==> src/rtl/cpu_pkg.sv <==
// Shared CPU definitions: fetch FSM states and instruction/address constants.
package cpu_pkg;

  typedef enum logic [1:0] {
    S_IDLE = 2'd0,
    S_REQ  = 2'd1,
    S_DONE = 2'd2,
    S_ERR  = 2'd3
  } fetch_state_e;

  localparam logic [31:0] NOP_INSN        = 32'h0000_0000;
  localparam logic [31:0] ADDR_ALIGN_MASK = 32'hFFFF_FFFC;

endpackage

==> src/rtl/fetch_timer.sv <==
// 8-bit saturating wait counter for the fetch stage; flags when the count
// reaches TIMEOUT.
module fetch_timer #(
  parameter int TIMEOUT = 255
) (
  input  logic clk,
  input  logic rst,
  input  logic clr,
  input  logic en,
  output logic expired
);

  logic [7:0] r_count;

  always_ff @(posedge clk or posedge rst) begin
    if (rst) begin
      r_count <= '0;
    end else if (clr) begin
      r_count <= '0;
    end else if (en && (r_count != 8'hFF)) begin
      r_count <= r_count + 8'd1;
    end
  end

  assign expired = (r_count == 8'(TIMEOUT));

endmodule

==> src/rtl/instruction_fetch.sv <==
// Fetch stage: latches the aligned PC, runs a req/ack read on the instruction
// memory, holds the returned word in IR and stalls the core while busy.
module instruction_fetch
  import cpu_pkg::*;
#(
  parameter int ADDR_W  = 32,
  parameter int DATA_W  = 32,
  parameter int TIMEOUT = 255
) (
  input  logic              clk,
  input  logic              rst,
  input  logic              phase_f,
  input  logic              hlt,
  input  logic [ADDR_W-1:0] pc,
  output logic              imem_req,
  output logic [ADDR_W-1:0] imem_addr,
  input  logic              imem_ack,
  input  logic [DATA_W-1:0] imem_rdata,
  output logic [DATA_W-1:0] ir,
  output logic              ir_valid,
  output logic              fetch_busy,
  output logic              fetch_err
);

  fetch_state_e      r_state;
  fetch_state_e      w_next;
  logic              r_imem_req;
  logic [ADDR_W-1:0] r_addr;
  logic [DATA_W-1:0] r_ir;
  logic              r_ir_valid;
  logic              r_err;

  logic              w_start;
  logic              w_done;
  logic              w_fail;
  logic              w_timer_clr;
  logic              w_timer_en;
  logic              w_expired;
  logic [ADDR_W-1:0] w_pc_aligned;

  assign w_pc_aligned = {pc[ADDR_W-1:2], pc[1:0] & ADDR_ALIGN_MASK[1:0]};

  fetch_timer #(.TIMEOUT(TIMEOUT)) u_timer (
    .clk     (clk),
    .rst     (rst),
    .clr     (w_timer_clr),
    .en      (w_timer_en),
    .expired (w_expired)
  );

  always_comb begin
    w_next      = r_state;
    w_start     = 1'b0;
    w_done      = 1'b0;
    w_fail      = 1'b0;
    w_timer_clr = 1'b0;
    w_timer_en  = 1'b0;
    case (r_state)
      S_IDLE, S_DONE: begin
        if (phase_f && !hlt) begin
          w_next      = S_REQ;
          w_start     = 1'b1;
          w_timer_clr = 1'b1;
        end
      end
      S_REQ: begin
        // An ack on the expiry cycle still completes the read.
        if (imem_ack) begin
          w_next = S_DONE;
          w_done = 1'b1;
        end else if (w_expired) begin
          w_next = S_ERR;
          w_fail = 1'b1;
        end else begin
          w_timer_en = 1'b1;
        end
      end
      S_ERR:   w_next = S_ERR;
      default: w_next = S_IDLE;
    endcase
  end

  always_ff @(posedge clk or posedge rst) begin
    if (rst) begin
      r_state    <= S_IDLE;
      r_imem_req <= 1'b0;
      r_addr     <= '0;
      r_ir       <= DATA_W'(NOP_INSN);
      r_ir_valid <= 1'b0;
      r_err      <= 1'b0;
    end else begin
      r_state    <= w_next;
      r_imem_req <= (w_next == S_REQ);
      if (w_start) begin
        r_addr     <= w_pc_aligned;
        r_ir_valid <= 1'b0;
      end
      if (w_done) begin
        r_ir       <= imem_rdata;
        r_ir_valid <= 1'b1;
      end
      if (w_fail) begin
        r_ir       <= DATA_W'(NOP_INSN);
        r_ir_valid <= 1'b0;
        r_err      <= 1'b1;
      end
    end
  end

  assign imem_req   = r_imem_req;
  assign imem_addr  = r_addr;
  assign ir         = r_ir;
  assign ir_valid   = r_ir_valid;
  assign fetch_err  = r_err;
  assign fetch_busy = (r_state == S_REQ) || (r_state == S_ERR);

endmodule

==> config.mk <==
export PLATFORM = sky130hd
export DESIGN_NAME = instruction_fetch
export DESIGN_NICKNAME = d
export VERILOG_FILES = /design/src/rtl/cpu_pkg.sv /design/src/rtl/fetch_timer.sv /design/src/rtl/instruction_fetch.sv
export SDC_FILE = /design/constraint.sdc
export NUM_CORES = 1
export LEC_CHECK = 0
export BUFFER_PORTS_ARGS = -buffer_cell sky130_fd_sc_hd__buf_2
export CAP_MARGIN = 20
export CORE_MARGIN = 4
export CORE_UTILIZATION = 47
export CTS_CLUSTER_DIAMETER = 50
export DETAILED_ROUTE_END_ITERATION = 6
export GPL_TIMING_DRIVEN = 0
export MAX_ROUTING_LAYER = met4
export PLACE_DENSITY = 0.76
export SYNTH_ARGS = -nofsm -noshare
export SYNTH_HDL_FRONTEND = slang
export SYNTH_SLANG_ARGS = --single-unit
==> constraint.sdc <==
create_clock -name clk -period 7.6 [get_ports clk]
set_clock_uncertainty 0.2 [all_clocks]
set_input_delay 1.14 -clock clk [delete_from_list [all_inputs] [get_ports clk]]
set_output_delay 1.14 -clock clk [all_outputs]
set_load 0.05 [all_outputs]
==> key figures, run 1 <==
Critical path
  – Startpoint Class: register
  – Setup crit end kind: primary output
  – WS Path Type: register to primary output
  – CP Max Fanout: 9
  – Data arrival time of the critical path: 1.15 ns
  – Critical Path RT: 6.26 ns

Pwr
  – Int Pwr: 1.04 mW
  – Sequential share of power: 31.7%
  – Total power: 2.15 mW
  – IR drop worst, VDD: 0.283 mV
  – Clock group share of total power: 15.9%
  – PwrDens: 503 mW/mm^2
  – Switching pwr: 1.11 mW
  – LEAKAGE: roughly 2.4 nW
  – Gate power share: 52.4%
  – Sw Share: 51.6%

Clock tree
  – Sink Count: 75
  – CTS Hold Bufs: 0
  – CTS H-tree lvls: 3
  – Cts repair resizes: 0
  – CTS Buffer Depth: 2
  – CTS tree: yes
  – Setup Fix Bufs, Post-CTS: 0
  – Root buf cell: clkbuf_8
  – Num CTS Buffers: 9
  – CTS clk-pin slew, worst paths: 0.07 ns
  – Later-pin clock latency in the skew report: 0.35 ns

Timing
  – Worst hold margin: 0.265 ns
  – Slew Viols, Final: 0
  – Final setup viols: 0
  – RSZ-0062 raised after global routing: no
  – Final hold vios: 0
  – Setup TNS: 0 ns
  – Tcrit/Tclk final: 32.8%
  – Final min period: 2.49 ns
  – Max Clk Rate: 401 MHz

Drt
  – TritonRoute pass-1 iters: 4
  – Final wirelength: 7870 um
  – Total number of vias: 2827
  – DR vias/cell: 5.01
  – Post-route ant nets: 0
  – Routed len/inst: 14.0 um
  – DR iter-0 viols: 98
  – Drt drc: 0

Logic synthesis
  – Ys async rst share: 100%
  – Synth Flop Type: dfrtp_1
  – Post-synth EDFFs: 0
  – Mean Syn Cell Area: 9.74 um^2
  – Syn Inst Count: ~330
  – Post-Syn Area: 0.00325 mm^2
  – Yosys warns: 0
  – Synthesis-stage register bit count: 75
  – Synth top area share: 57.7%
  – Top cells by area, synth: dfrtp_1, nand2_1, a22oi_1
  – Area leader, netlist: dfrtp_1
  – Register area share after synthesis: slightly below 60%
  – Count of cell types in the netlist: 40

Place
  – HPWL Detailed: 5770 um
  – Placer Congestion: 0.769
  – Port Buf Inserts: about 130
  – Area post-placement: 0.00405 mm^2

Global route
  – Number of global-route vias before repair: 2884
  – Antenna violations before repair: 0
  – Grt ovf: 0
  – GRT Overall Usage: 20.5%
  – Global-route wire length before repair: ~13000 um
  – Largest net degree at the start of global routing: 68

Layout
  – # nets final: 549
  – Final Instance Area: 0.00427 mm^2
  – Share of cells above drive strength 1: a little over a third
  – ANT cells: 0
  – Synth-to-Final Area Change: 31.3%

Floorplanning
  – Die Wd: between 90 and 100 um
  – # IOs: 137
  – Core ar.: 0.00676 mm^2
  – Starting Density: 48.1%
  – Die span in y: roughly 91 um
  – FP Rows: 30
  – Die area: 0.00831 mm^2

Hold path
  – Hold/Removal Path Class: register to register

Flow run
  – Max-cap viol count: 0

Outcome
  – Status: finished, final reports clean
==> final timing paths <==
path                                    startpoint            end  slack [ns]  cells past startpoint
worst min-delay path                     fetch_err      fetch_err        0.27                      1
worst max register to register  u_timer.r_count[0]          ir[0]        5.69                      5
min in group asynchronous                      rst  imem_addr[22]        0.47                      2
worst min register to register           fetch_err      fetch_err        0.27                      1
worst max-delay path                    r_state[0]     fetch_busy        5.11                      3
max in group asynchronous                      rst     r_state[0]        6.19                      3
==> Yosys cell counts (all sizes together) (2+ instances only) <==
cell type,n
nand2,96
nor3,2
and4,2
nor3b,2
nor2,2
buf,20
o21ai,36
dfrtp,75
and3,3
mux2i,3
a31oi,2
a22oi,32
clkbuf,2
inv,36
==> state kept, by name, summed over array words and instances (netlist names) <==
name             count
ir_valid             1
imem_req             1
imem_addr           30
r_state              2
ir                  32
u_timer.r_count      8
fetch_err            1
==> final cells by class <==
type	count	area [um^2]
Tap cell	80	100
Timing Repair Buffer	133	688
Sequential cell	75	1880
Clock buffer	9	124
Buffer	22	138
Fill cell	581	2490
Inverter	36	138
Multi-Input combinational cell	202	1110
Clock inverter	7	98.8
==> power groups by stage <==
| stage | Clock [mW] | Combinational, mW | Sequential, mW |
|---|---|---|---|
| 2_1_floorplan | 0 | 0.300 | 1.24 |
| 3_3_place_gp | 0 | 1.11 | 0.678 |
| 3_5_place_dp | 0 | 1.14 | 0.685 |
| 4_1_cts | 0.348 | 1.14 | 0.680 |
| 5_1_grt | 0.369 | 1.20 | 0.706 |
| 6_report | 0.342 | 1.13 | 0.680 |
==> cells by family after synthesis <==
| logic type | count (synthesis) | synth area share (%) |
|---|---|---|
| adders and majority gates | 1 | 0.385 |
| AOI/OAI and AO/OA | 80 | 16.0 |
| DFF | 75 | 57.7 |
| buffers and inverters | 58 | 8.39 |
| muxes | 3 | 0.923 |
| xor gates and xnor gates | 1 | 0.269 |
| other | 1 | 0.115 |
| and+or+nand+nor | 115 | 16.2 |
==> metal layers <==
metal  global-route usage, %  wire length (um)  vias to the layer above
met5                       -                 0                        -
met4                    6.28               122                        0
met3                    4.31               499                       11
met2                    31.5              3690                      105
met1                    27.5              3560                     1315
li1                        -                 -                     1396
==> stage by stage <==
step | setup slack, ns | utilization [%] | instances
2_1_floorplan | 4.35 | - | 335
3_3_place_gp | 3.48 | 59.4 | 547
3_5_place_dp | 5.18 | 59.9 | 548
4_1_cts | 5.10 | 63.2 | 564
5_1_grt | 5.02 | 63.2 | 564
6_report | 5.11 | 63.2 | 564
==> cells in the final DEF (no fill, tap or decap), types with 3 or more instances in the layout <==
| master | instances |
|---|---|
| a22oi_1 | 32 |
| and3_1 | 3 |
| buf_2 | 146 |
| buf_6 | 4 |
| clkbuf_8 | 9 |
| dfrtp_1 | 75 |
| inv_1 | 35 |
| mux2i_1 | 3 |
| nand2_1 | 96 |
| o21ai_0 | 29 |
| o21ai_1 | 5 |
==> critical path: stages (launching register included) <==
cell and delay (ns):
dfrtp_1 0.34, buf_6 0.13, clkbuf_1 0.09, buf_2 0.25
(Power assumes the default switching activity.)
==> run 2: changes to the inputs <==
--- a/config.mk
+++ b/config.mk
@@ -8,12 +8,12 @@
 export BUFFER_PORTS_ARGS = -buffer_cell sky130_fd_sc_hd__buf_2
 export CAP_MARGIN = 20
 export CORE_MARGIN = 4
-export CORE_UTILIZATION = 47
+export CORE_UTILIZATION = 43
 export CTS_CLUSTER_DIAMETER = 50
 export DETAILED_ROUTE_END_ITERATION = 6
 export GPL_TIMING_DRIVEN = 0
 export MAX_ROUTING_LAYER = met4
-export PLACE_DENSITY = 0.76
+export PLACE_DENSITY = 0.73
 export SYNTH_ARGS = -nofsm -noshare
 export SYNTH_HDL_FRONTEND = slang
 export SYNTH_SLANG_ARGS = --single-unit
==> constraint.sdc (replaced) <==
create_clock -name clk -period 2.1 [get_ports clk]
set_clock_uncertainty 0.2 [all_clocks]
set_input_delay 0.315 -clock clk [delete_from_list [all_inputs] [get_ports clk]]
set_output_delay 0.315 -clock clk [all_outputs]
set_load 0.05 [all_outputs]
==> key figures, run 2 (synthesized netlist as in run 1, its figures left out) <==
Flow run
  – Max-cap viol count: 0 (unchanged)

Layout
  – Synth-to-Final Area Change: 46.8%
  – Share of cells above drive strength 1: 33.4% (-3.2 points)
  – Non-Filler Instances: 632 (+12%)
  – Commonest non-fill, non-tap cell in the layout: buf_2
  – ANT cells: 0 (unchanged)
  – # nets final: 598 (+8.9%)
  – Final Instance Area: 0.00477 mm^2 (+12%)
  – Most frequent cells in the layout: buf_2, nand2_1, dfrtp_1
  – Max FFs per register: 32 (unchanged)

Floorplanning
  – # IOs: 137 (unchanged)
  – Die span in y: 95.0 um (+4.1%)
  – Core ar.: 0.00729 mm^2 (+7.9%)
  – FP Rows: 31 (+3.3%)
  – Starting Density: 44.6% (-3.5 points)
  – Die Wd: 95.0 um (+4.1%)
  – Die area: 0.00902 mm^2 (+8.5%)

Global route
  – Antenna violations before repair: 0 (unchanged)
  – Grt ovf: 0 (unchanged)
  – Largest net degree at the start of global routing: 31 (-54%)
  – Number of global-route vias before repair: 3107 (+7.7%)
  – Global-route wire length before repair: 14500 um (+7.6%)
  – GRT Overall Usage: 21.3% (+0.82 points)

Pwr
  – Switching pwr: 4.06 mW (+270%)
  – Gate power share: 53.5% (+1.1 points)
  – IR drop worst, VDD: 0.912 mV (+220%)
  – Clock group share of total power: 14.8% (-1.1 points)
  – PwrDens: 1630 mW/mm^2 (+220%)
  – Total power: 7.80 mW (+260%)
  – Sw Share: 52.0% (+0.44 points)
  – Int Pwr: 3.74 mW (+260%)
  – LEAKAGE: 2.63 nW (+8.0%)
  – Sequential share of power: 31.7% (about the same)

Outcome
  – Status: finished, final reports clean

Hold path
  – Endpoint, Worst Hold: ir[0]
  – Hold/Removal Path Class: input pin to register
  – Hold path cells: 3 (+2)
  – Hold Startpoint: imem_rdata[0]

Drt
  – Routed len/inst: 14.1 um (+0.77%)
  – TritonRoute pass-1 iters: 5 (+1)
  – Final wirelength: 8890 um (+13%)
  – Total number of vias: 3043 (+7.6%)
  – Post-route ant nets: 0 (unchanged)
  – DR iter-0 viols: 106 (+8.2%)
  – Drt drc: 0 (unchanged)
  – DR vias/cell: 4.81 (-3.9%)

Critical path
  – Data arrival time of the critical path: 1.93 ns (+0.78 ns)
  – Setup crit end kind: register
  – Reg2reg start: u_timer.r_count[0]
  – CP Max Fanout: 10 (+1)
  – Startpoint Class: register
  – WS Path Type: register to register
  – R2R setup slack: 0.18 ns (-5.51 ns)
  – Capturing point of the worst reg2reg path: ir[2]
  – R2R depth: 5 (unchanged)
  – Critical Path RT: 2.12 ns (-4.14 ns)

Place
  – Placed cells: 568 (+3.6%)
  – Area post-placement: 0.00408 mm^2 (+0.93%)
  – HPWL Detailed: 5700 um (-1.3%)
  – Placer Congestion: 0.720 (-6.3%)
  – Port Buf Inserts: 132 (unchanged)

Timing
  – RSZ-0062 raised after global routing: no
  – Slew Viols, Final: 0 (unchanged)
  – Max Clk Rate: 522 MHz
  – Worst hold margin: 0.00628 ns (-0.259 ns)
  – Setup TNS: 0 ns (unchanged)
  – Final hold vios: 0 (unchanged)
  – Final min period: roughly 1.9 ns
  – Slew at the pin closest to its max-slew limit: roughly 0.50 ns
  – Final setup viols: 0 (unchanged)
  – Relative max-transition margin: 66.8%
  – Tcrit/Tclk final: 91.2%

Clock tree
  – CTS tree: yes
  – Root buf cell: clkbuf_8
  – Later-pin clock latency in the skew report: 0.34 ns (about the same)
  – CTS Buffer Depth: 2 (unchanged)
  – CTS clk-pin slew, worst paths: 0.08 ns (about the same)
  – Num CTS Buffers: 9 (unchanged)
  – CTS H-tree lvls: 3 (unchanged)
  – Sink Count: 75 (unchanged)
==> run 2: cell count changes in the layout (fill, tap and decap cells not counted) <==
cell | before | now
bufinv_16 | 2 | 1
clkinv_4 | 1 | 2
inv_4 | 1 | 0
buf_16 | 1 | 0
clkinvlp_4 | 1 | 2
dlygate4sd3_1 | 0 | 48
clkbuf_8 | 9 | 10
buf_12 | 0 | 2
clkinv_2 | 1 | 0
==> run 2: per-stage QoR <==
step	util, %	setup WS (ns)
finish	65.5	0.184
global placement	55.5	0.209
floorplan	-	0.482
global route	65.5	0.0408
detailed placement	56.0	0.163
CTS	65.3	0.146
==> run 2: worst max path at each step <==
stage                             startpoint  endpoint  slack, ns  cells after the start
final                     u_timer.r_count[0]     ir[2]       0.18                      5
after global routing      u_timer.r_count[0]    ir[22]       0.04                      5
after CTS                 u_timer.r_count[0]     ir[2]       0.15                      5
after detailed placement  u_timer.r_count[0]    ir[29]       0.16                      5
after global placement    u_timer.r_count[0]     ir[0]       0.21                      5
after floorplan           u_timer.r_count[0]    ir[15]       0.48                      5
==> run 2: worst max-delay path, stage by stage (launching register included) <==
cell     delay (ns)
dfrtp_1        0.41
ha_1           0.35
nand4_4        0.19
o21ai_2        0.29
buf_2          0.26
o21ai_0        0.10
==> run 2: power by group through the flow <==
stage,Combinational [mW],Sequential [mW],Clock [mW]
5_1_grt,4.45,2.55,1.25
3_3_place_gp,4.04,2.44,0
3_5_place_dp,4.11,2.47,0
2_1_floorplan,1.09,4.50,0
6_report,4.18,2.47,1.15
4_1_cts,4.18,2.46,1.19
==> run 2: layout make-up <==
type,count,area [um^2]
fillers,584,2520
flip-flops and latches,75,1880
repair buffers,182,1180
multi-input cells,202,1110
inverters,36,139
clock buffers,10,138
plain buffers,22,138
well taps,99,124
clock inverters,6,72.6
==> run 2: timing repair <==
action / in CTS / in global routing
setup buffers: 0 / 0
gates resized for setup: 0 / 0
endpoints found under the setup margin: 0 / 0
hold buffers: 47 / 1
hold endpoints to repair: 65 / 1
==> run 2: per-layer routing <==
layer	wire length, um	vias to the layer above	share of wire [%]	track usage (%)
li1	-	1493	-	-
met1	3720	1427	42	25.5
met2	4390	105	49	35.6
met3	643	18	7.2	4.62
met4	134	0	1.5	7.33
met5	0	-	0	-
==> run 3: changes to the inputs <==
--- a/config.mk
+++ b/config.mk
@@ -13,7 +13,7 @@
 export DETAILED_ROUTE_END_ITERATION = 6
 export GPL_TIMING_DRIVEN = 0
 export MAX_ROUTING_LAYER = met4
-export PLACE_DENSITY = 0.73
+export PLACE_DENSITY = 0.76
 export SYNTH_ARGS = -nofsm -noshare
 export SYNTH_HDL_FRONTEND = slang
 export SYNTH_SLANG_ARGS = --single-unit
==> key figures, run 3 (synthesized netlist as in run 1, its figures left out) <==
Outcome
  – Status: finished, final reports clean

Clock tree
  – CTS clk-pin slew, worst paths: 0.08 ns (about the same)
  – CTS Buffer Depth: 2 (unchanged)
  – Num CTS Buffers: 9 (unchanged)
  – CTS tree: yes
  – CTS Hold Bufs: 45 (-4.3%)
  – Sink Count: 75 (unchanged)
  – Cts repair resizes: 0 (unchanged)
  – Later-pin clock latency in the skew report: 0.33 ns (about the same)
  – Root buf cell: clkbuf_8
  – CTS H-tree lvls: 3 (unchanged)
  – Setup Fix Bufs, Post-CTS: 0 (unchanged)

Drt
  – DR vias/cell: 4.83 (+0.37%)
  – Routed len/inst: 14.0 um (-0.17%)
  – DR iter-0 viols: 125 (+18%)
  – Total number of vias: 3035 (-0.26%)
  – WL met3: 632 um (-1.7%)
  – Post-route ant nets: 0 (unchanged)
  – Met2 routed WL: 4390 um (about the same)
  – Max Used Layer: met4
  – Final wirelength: 8820 um (-0.80%)
  – Drt drc: 0 (unchanged)
  – Met1 Routed Length: 3650 um (-1.9%)
  – TritonRoute pass-1 iters: 4 (-1)

Place
  – Port Buf Inserts: 132 (unchanged)
  – Placer Congestion: 0.754 (+4.7%)
  – HPWL Detailed: 5830 um (+2.4%)
  – Dpl ws: 0.156 ns (-0.00731 ns)

Floorplanning
  – FP Rows: 31 (unchanged)
  – Die area: 0.00902 mm^2 (unchanged)
  – Die Wd: 95.0 um (unchanged)
  – Die span in y: 95.0 um (unchanged)
  – Starting Density: 44.6% (unchanged)
  – # IOs: 137 (unchanged)
  – Core ar.: 0.00729 mm^2 (unchanged)

Critical path
  – Data arrival time of the critical path: 1.91 ns (-0.02 ns)
  – Critical Path RT: 2.11 ns (about the same)
  – Crit path max-delay cell type: dfrtp_1
  – Setup crit end kind: register
  – Startpoint Class: register
  – CP peak stage delay: 0.40 ns (about the same)
  – CP Max Fanout: 10 (unchanged)
  – R2R depth: 5 (unchanged)
  – WS Path Type: register to register
  – Critical path cell sequence: ha_1, nand4_4, o21ai_2, buf_2, o21ai_0

Pwr
  – PwrDens: 1660 mW/mm^2 (+1.6%)
  – LEAKAGE: 2.60 nW (-0.92%)
  – Total power: 7.85 mW (+0.68%)
  – IR drop worst, VDD: 0.927 mV (+1.7%)

Timing
  – RSZ-0062 raised after global routing: no
  – Setup WS post-layout: 0.201 ns (+0.0169 ns)
  – Worst hold margin: 0.0172 ns (+0.0110 ns)
  – Relative max-transition margin: 49.6% (-17 points)
  – Max Clk Rate: 527 MHz (+0.89%)
  – Final setup viols: 0 (unchanged)
  – Final hold vios: 0 (unchanged)
  – Slew Viols, Final: 0 (unchanged)
  – Setup TNS: 0 ns (unchanged)
  – Final min period: 1.90 ns (-0.0169 ns)
  – Tcrit/Tclk final: 90.4% (-0.80 points)
  – Slew at the pin closest to its max-slew limit: 0.754 ns (+0.258 ns)

Global route
  – GRT Overall Usage: 21.4% (+0.10 points)
  – Global-route wire length before repair: 14600 um (+0.86%)
  – Grt ovf: 0 (unchanged)
  – Antenna violations before repair: 0 (unchanged)
  – Number of global-route vias before repair: 3175 (+2.2%)
  – Largest net degree at the start of global routing: 42 (+35%)

Flow run
  – Max-cap viol count: 0 (unchanged)

Layout
  – Max FFs per register: 32 (unchanged)
  – Most frequent cells in the layout: buf_2, nand2_1, dfrtp_1
  – Fill cells: 606 (+3.8%)
  – Synth-to-Final Area Change: 45.5%
  – Final core occ: 64.9% (-0.60 points)
  – Commonest non-fill, non-tap cell in the layout: buf_2
  – # nets final: 594 (-0.67%)
  – ANT cells: 0 (unchanged)
  – Share of cells above drive strength 1: 33.5% (+0.063 points)

Hold path
  – Hold/Removal Path Class: input pin to register
  – Hold path cells: 3 (unchanged)
-- run 3: worst paths after layout --
kind                                    start            endpoint  slack [ns]
min in group asynchronous                 rst       imem_addr[19]        0.47
hold / removal                 imem_rdata[18]              ir[18]        0.02
setup / recovery           u_timer.r_count[0]              ir[15]        0.20
hold reg to reg                     fetch_err           fetch_err        0.26
max in group asynchronous                 rst  u_timer.r_count[2]        0.59
setup reg to reg           u_timer.r_count[0]              ir[15]        0.20
-- run 3: layer usage --
| metal | global-route usage (%) | vias up |
|---|---|---|
| met2 | 36.4 | 113 |
| met3 | 4.38 | 15 |
| met1 | 25.0 | 1423 |
| met5 | - | - |
| li1 | - | 1484 |
| met4 | 8.05 | 0 |
-- run 3: power breakdown --
part	switching, mW	internal (mW)	leakage (nW)
logic	3.09	1.08	1.65
registers	0.419	2.06	0.854
clock network	0.537	0.664	0.101
-- run 3: metrics by stage --
| step | cells | instance area (um^2) |
|---|---|---|
| finish | 628 | 4730 |
| detailed placement | 567 | 4060 |
| floorplan | 335 | 3260 |
| global route | 628 | 4730 |
| global placement | 566 | 4040 |
| CTS | 628 | 4730 |
-- run 3: worst max-delay path, delay by kind of cell, from the launching register on --
family          cells  cell delay [ns]
simple gates        1             0.19
flops               1             0.40
buf+inv             1             0.25
compound gates      2             0.40
fa+ha+maj           1             0.34
-- run 3: final cells by class --
cell class	instances	area (um^2)	share of cell area [%]
Inverter	36	139	2.94
Clock inverter	7	92.6	1.96
Tap cell	99	124	2.62
Clock buffer	9	124	2.62
Buffer	22	138	2.91
Multi-Input combinational cell	202	1110	23.4
Timing Repair Buffer	178	1130	23.9
Sequential cell	75	1880	39.7
